[src/rtl/gb_timer.sv]
// gb_timer: DIV/TIMA/TMA/TAC timer block at BASE_ADDR..BASE_ADDR+3.
// A free-running 16-bit system counter feeds DIV and supplies the tap bit
// that clocks TIMA. TIMA overflow starts a short reload window. At the end
// of that window TIMA takes TMA and timer_int pulses for one cycle.
//
// Bus protocol: cpu_wren is a single-cycle write strobe. The write is
// accepted on the rising edge where cpu_wren=1 and cpu_addr hits this
// block. Reads have no strobe. cpu_data_out and hit follow cpu_addr
// combinationally every cycle.
module gb_timer #(
   parameter logic [15:0] BASE_ADDR    = 16'hFF04,
   parameter int unsigned RELOAD_DELAY = 4
) (
   input  logic        clock,
   input  logic        reset,
   input  logic [15:0] cpu_addr,
   input  logic        cpu_wren,
   input  logic [7:0]  cpu_data_in,
   output logic [7:0]  cpu_data_out,
   output logic        hit,
   output logic        timer_int
);

   // Register offsets within the four-byte window
   localparam logic [1:0] OFF_DIV  = 2'd0;
   localparam logic [1:0] OFF_TIMA = 2'd1;
   localparam logic [1:0] OFF_TMA  = 2'd2;
   localparam logic [1:0] OFF_TAC  = 2'd3;

   // Reload countdown start value: the countdown ends RELOAD_DELAY edges after overflow
   localparam logic [3:0] DELAY_INIT = 4'(RELOAD_DELAY - 1);

   typedef enum logic {
      ST_COUNT  = 1'b0,
      ST_RELOAD = 1'b1
   } state_t;

   logic [15:0] sys_cnt;
   logic [7:0]  tima;
   logic [7:0]  tma;
   logic [2:0]  tac;
   logic        tick_prev;
   logic [3:0]  delay_cnt;
   state_t      state;

   logic [15:0] addr_off;
   logic [1:0]  reg_sel;
   logic        wr_hit;
   logic        wr_div;
   logic        wr_tima;
   logic        wr_tma;
   logic        wr_tac;
   logic        tap_bit;
   logic        tick_sig;
   logic        tima_inc;

   // Address decode: offset from the base address, in range when below 4
   always_comb begin
      addr_off = cpu_addr - BASE_ADDR;
      hit      = (addr_off < 16'd4);
      reg_sel  = addr_off[1:0];
   end

   // Write strobes, one per register, only when the bus targets this block
   always_comb begin
      wr_hit  = cpu_wren & hit;
      wr_div  = wr_hit & (reg_sel == OFF_DIV);
      wr_tima = wr_hit & (reg_sel == OFF_TIMA);
      wr_tma  = wr_hit & (reg_sel == OFF_TMA);
      wr_tac  = wr_hit & (reg_sel == OFF_TAC);
   end

   // Register read mux; unmapped addresses float high like an open bus
   always_comb begin
      cpu_data_out = 8'hFF;
      if (hit) begin
         case (reg_sel)
            OFF_DIV:  cpu_data_out = sys_cnt[15:8];
            OFF_TIMA: cpu_data_out = tima;
            OFF_TMA:  cpu_data_out = tma;
            default:  cpu_data_out = {5'b11111, tac};
         endcase
      end
   end

   // Tap selection from TAC[1:0] on the registered system counter
   always_comb begin
      case (tac[1:0])
         2'b00:   tap_bit = sys_cnt[9];
         2'b01:   tap_bit = sys_cnt[3];
         2'b10:   tap_bit = sys_cnt[5];
         default: tap_bit = sys_cnt[7];
      endcase
      tick_sig = tac[2] & tap_bit;
      // A falling edge of the gated tap is a TIMA increment request. A DIV
      // reset or a TAC change that drops tick_sig also counts, as on hardware.
      tima_inc = tick_prev & ~tick_sig;
   end

   // System counter: free-running, cleared by any DIV write
   always_ff @(posedge clock or negedge reset) begin
      if (!reset) begin
         sys_cnt <= 16'h0000;
      end else if (wr_div) begin
         sys_cnt <= 16'h0000;
      end else begin
         sys_cnt <= sys_cnt + 16'h0001;
      end
   end

   // Falling-edge detector history for tick_sig
   always_ff @(posedge clock or negedge reset) begin
      if (!reset) begin
         tick_prev <= 1'b0;
      end else begin
         tick_prev <= tick_sig;
      end
   end

   // TMA holds the reload value and is always written when addressed
   always_ff @(posedge clock or negedge reset) begin
      if (!reset) begin
         tma <= 8'h00;
      end else if (wr_tma) begin
         tma <= cpu_data_in;
      end
   end

   // TAC keeps only the enable and clock-select bits
   always_ff @(posedge clock or negedge reset) begin
      if (!reset) begin
         tac <= 3'b000;
      end else if (wr_tac) begin
         tac <= cpu_data_in[2:0];
      end
   end

   // TIMA counter and reload sequencer with a registered interrupt pulse
   always_ff @(posedge clock or negedge reset) begin
      if (!reset) begin
         state     <= ST_COUNT;
         tima      <= 8'h00;
         delay_cnt <= 4'h0;
         timer_int <= 1'b0;
      end else begin
         timer_int <= 1'b0;
         case (state)
            ST_COUNT: begin
               if (wr_tima) begin
                  // CPU write wins over a same-cycle increment
                  tima <= cpu_data_in;
               end else if (tima_inc) begin
                  if (tima == 8'hFF) begin
                     tima      <= 8'h00;
                     delay_cnt <= DELAY_INIT;
                     state     <= ST_RELOAD;
                  end else begin
                     tima <= tima + 8'h01;
                  end
               end
            end
            ST_RELOAD: begin
               // TIMA holds 00 here and increment requests are dropped
               if (wr_tima) begin
                  // A CPU write aborts the pending reload and its interrupt
                  tima  <= cpu_data_in;
                  state <= ST_COUNT;
               end else if (delay_cnt == 4'h0) begin
                  // A TMA write landing on the reload edge supplies the value
                  tima      <= wr_tma ? cpu_data_in : tma;
                  timer_int <= 1'b1;
                  state     <= ST_COUNT;
               end else begin
                  delay_cnt <= delay_cnt - 4'h1;
               end
            end
            default: begin
               state <= ST_COUNT;
            end
         endcase
      end
   end

endmodule

[config.mk]
export PLATFORM = sky130hd
export DESIGN_NAME = gb_timer
export DESIGN_NICKNAME = d
export VERILOG_FILES = /design/src/rtl/gb_timer.sv
export SDC_FILE = /design/constraint.sdc
export NUM_CORES = 1
export LEC_CHECK = 0
export CAP_MARGIN = 20
export CORE_MARGIN = 2
export CORE_UTILIZATION = 35
export CTS_BUF_LIST = sky130_fd_sc_hd__clkbuf_8
export DETAILED_ROUTE_END_ITERATION = 10
export PLACE_DENSITY = 0.66
export SYNTH_ARGS = -nofsm -noshare
export SYNTH_HDL_FRONTEND = slang
export SYNTH_SLANG_ARGS = --single-unit
[constraint.sdc]
create_clock -name clock -period 4.6 [get_ports clock]
set_input_delay 0.92 -clock clock [delete_from_list [all_inputs] [get_ports clock]]
set_output_delay 0.92 -clock clock [all_outputs]
set_load 0.01 [all_outputs]
==> impl_metrics.yaml <==
logic_synthesis:
  ys_warn_count: 0
  ys_ff_latch: 42
  synthFlopType: "dfrtp_1"
  synth.avg_cell_area_sq_um: 10.0
  synthDistinctLibCells: 50
  synth.top_cell.area_share: 0.416
  syn_inst: 252
  syn_nets: 283
  synth.largest_area_cell: "dfrtp_1"
  ys_top_cells_by_area: "dfrtp_1 42%, mux2_2 6.2%, nor2_1 5.4%, xor2_1 4.9%, mux4_2 3.6%"
  async_reset_ff_frac: 1.00
  seq_area_frac_synth: 0.416
  syn_area_sq_mm: 0.00252
  synth_edf_count: 0
routing:
  final_antenna_net_count: 0
  drt_wl_total_um: 5920
  viasPerCell: 5.28
  dr.pass1.iters: 4
  drc: 0
  wl_per_cell_um: 15.3
  via_count: 2040
  first_iter_violations: 97
clock_network:
  insertion_delay_ps: 300
  cts_buffers: 5
  cts_tree: "built"
  cts.sinks: 42
  htreeDepth: 2
  cts_root_buffer: "clkbuf_8"
  postCtsSetupRepairBufs: 0
  cts.repair.resized: 0
  clkTransAtPathRegs_ps: 80
  cts_hold_buf: 0
  clockBufferDepth: 2
floorplanning:
  core_sq_mm: 0.00687
  fp.dieArea_sq_mm: 0.00791
  num_rows: 30
  die_y_um: 88.9
  die_width_um: 88.9
  initial_core_util: 0.368
  ios: 37
setup_path:
  cp_slowest_cell: "clkdlybuf4s50_1"
  cp_max_fo: 14
  r2r_cells: 6
  cpPeakStageDelay_ps: 640
  end_kind: "output pin"
  crit_path_start_kind: "input port"
  critPathCapture: "hit"
  rrSetupSlack_ps: 2380
  r2r_end: "delay_cnt[0]"
  path_cells: "clkdlybuf4s50_1, or3_1, o21ai_2, o2111a_1, clkdlybuf4s50_1"
  cp_data_required_time_ps: 3680
  cp.arrival_ps: 3110
  path_class: "in2out"
  reg2reg_from: "sys_cnt[9]"
  path_common_cell: "clkdlybuf4s50_1"
  crit_start: "cpu_addr[13]"
pwr:
  vdd_drop_max_mv: 0.129
  power_density_mw_per_mm2: 335
  p_leak_nw: 1.32
cells_and_area:
  final_common_cell: "dfrtp_1"
  flow.area_growth_from_synthesis_pct: 22.0
  drive_gt1_frac: 0.131
  fin_nets: 320
  antenna_cells: 0
  instances_no_fill: 386
  final_cell_mix: "42 x dfrtp_1, 36 x nor2_1, 35 x clkdlybuf4s50_1, 24 x nand2_1"
  fin_area_sq_mm: 0.00308
job:
  drv_cap: 0
placement:
  place_area_sq_mm: 0.00297
  place_hpwl_um: 4370
  placed_cells: 378
  gp_congestion: 0.807
  portBuffers: 36
timing:
  fmax_mhz: 248
  finalCritPeriodShare: 0.876
  period_needed_ps: 4030
  skew_ps: 7.79
  tightest_slew_ps: 954
  relSlewSlack: 0.364
  rsz0062_at_grt: "false"
  setup_tns_ps: 0
  setup_violations: 0
  maxSlewViolCount: 0
  final-hold-violation-count: 0
grt:
  overflow: 0
  antenna_found_initial: 0
  grt_pass1_vias: 2015
  grt_max_degree: 43
  grt_pass1_wl_um: 9690
  grtUsageTotal: 0.159
hold_path:
  hold_path.class: "reg2reg"
  holdPathStages: 1
run_status:
  status: "finished clean"
==> cell usage after synthesis (2+ instances only) <==
library cell   n
a211oi_1       4
mux2_2        14
a22o_1         2
o21ai_0        6
nand2_1       24
ha_1           4
inv_1          6
nand4_1        4
nand4bb_1      2
nand2b_1       5
mux4_2         4
dfrtp_1       42
mux2i_1        2
clkbuf_1       3
mux2_1         3
xnor2_1        5
o31ai_1        3
nor3_1         3
o2111a_1       4
buf_2          3
a221o_1        4
xor2_1        14
nor3_2         4
nor2_1        36
nand3_1        8
and4_1         2
nand3b_1       2
and3_1         5
o22ai_1        6
o2111ai_1      2
nor2_2         3
a31oi_1        4
nor4_1         2
==> layout make-up <==
type	instances	area (sq um)
clock buffers	5	68.8
clock inverters	3	37.5
fillers	663	3790
inverters	6	22.5
multi-input cells	196	1410
flip-flops and latches	42	1050
well taps	96	120
repair buffers	38	370
==> kinds of logic after synthesis <==
group | after synthesis | synth area share
mux | 23 | 0.119
simple gates | 107 | 0.216
flops | 42 | 0.416
buf+inv | 14 | 0.0253
xor+xnor | 19 | 0.0659
fa+ha+maj | 4 | 0.0198
compound gates | 43 | 0.138
==> sequential cells by signal, indices dropped and copies added (netlist names) <==
| signal | count |
|---|---|
| tma | 8 |
| timer_int | 1 |
| sys_cnt | 16 |
| tima | 8 |
| tac | 3 |
| tick_prev | 1 |
| state | 1 |
| delay_cnt | 4 |
==> through the flow <==
stage	power (W)	utilization	setup slack (ps)	hold WS [ps]
2_1_floorplan	0.000667	-	1680	452
3_3_place_gp	0.000744	0.433	613	481
3_5_place_dp	0.000752	0.433	574	484
4_1_cts	0.00104	0.448	570	500
5_1_grt	0.00110	0.448	435	550
6_report	0.00103	0.448	571	498
==> how the worst min path moves through the flow <==
stage,startpoint,end,slack (ps)
detailed placement,delay_cnt[3],delay_cnt[3],480
finish,delay_cnt[3],delay_cnt[3],500
global placement,delay_cnt[3],delay_cnt[3],480
floorplan,delay_cnt[3],delay_cnt[3],450
global route,delay_cnt[3],delay_cnt[3],550
CTS,delay_cnt[3],delay_cnt[3],500
==> critical path: cells and delay by family <==
| family | cells | cell delay, ps |
|---|---|---|
| compound gates | 2 | 710 |
| buf+inv | 2 | 1080 |
| simple gates | 1 | 400 |
==> layer usage <==
layer | global-route usage | part of all wire
met1 | 0.210 | 0.46
met2 | 0.265 | 0.47
met3 | 0.0231 | 0.055
met5 | 0 | 0
met4 | 0.0611 | 0.023
==> report_power, final <==
group,switching [W],internal [W],total (W)
combinational,0.000124,0.000117,0.000241
sequential,0.0000832,0.000423,0.000507
clock,0.000126,0.000158,0.000285
total,0.000334,0.000699,0.00103
Note: power is estimated with default switching activity, not from simulation.
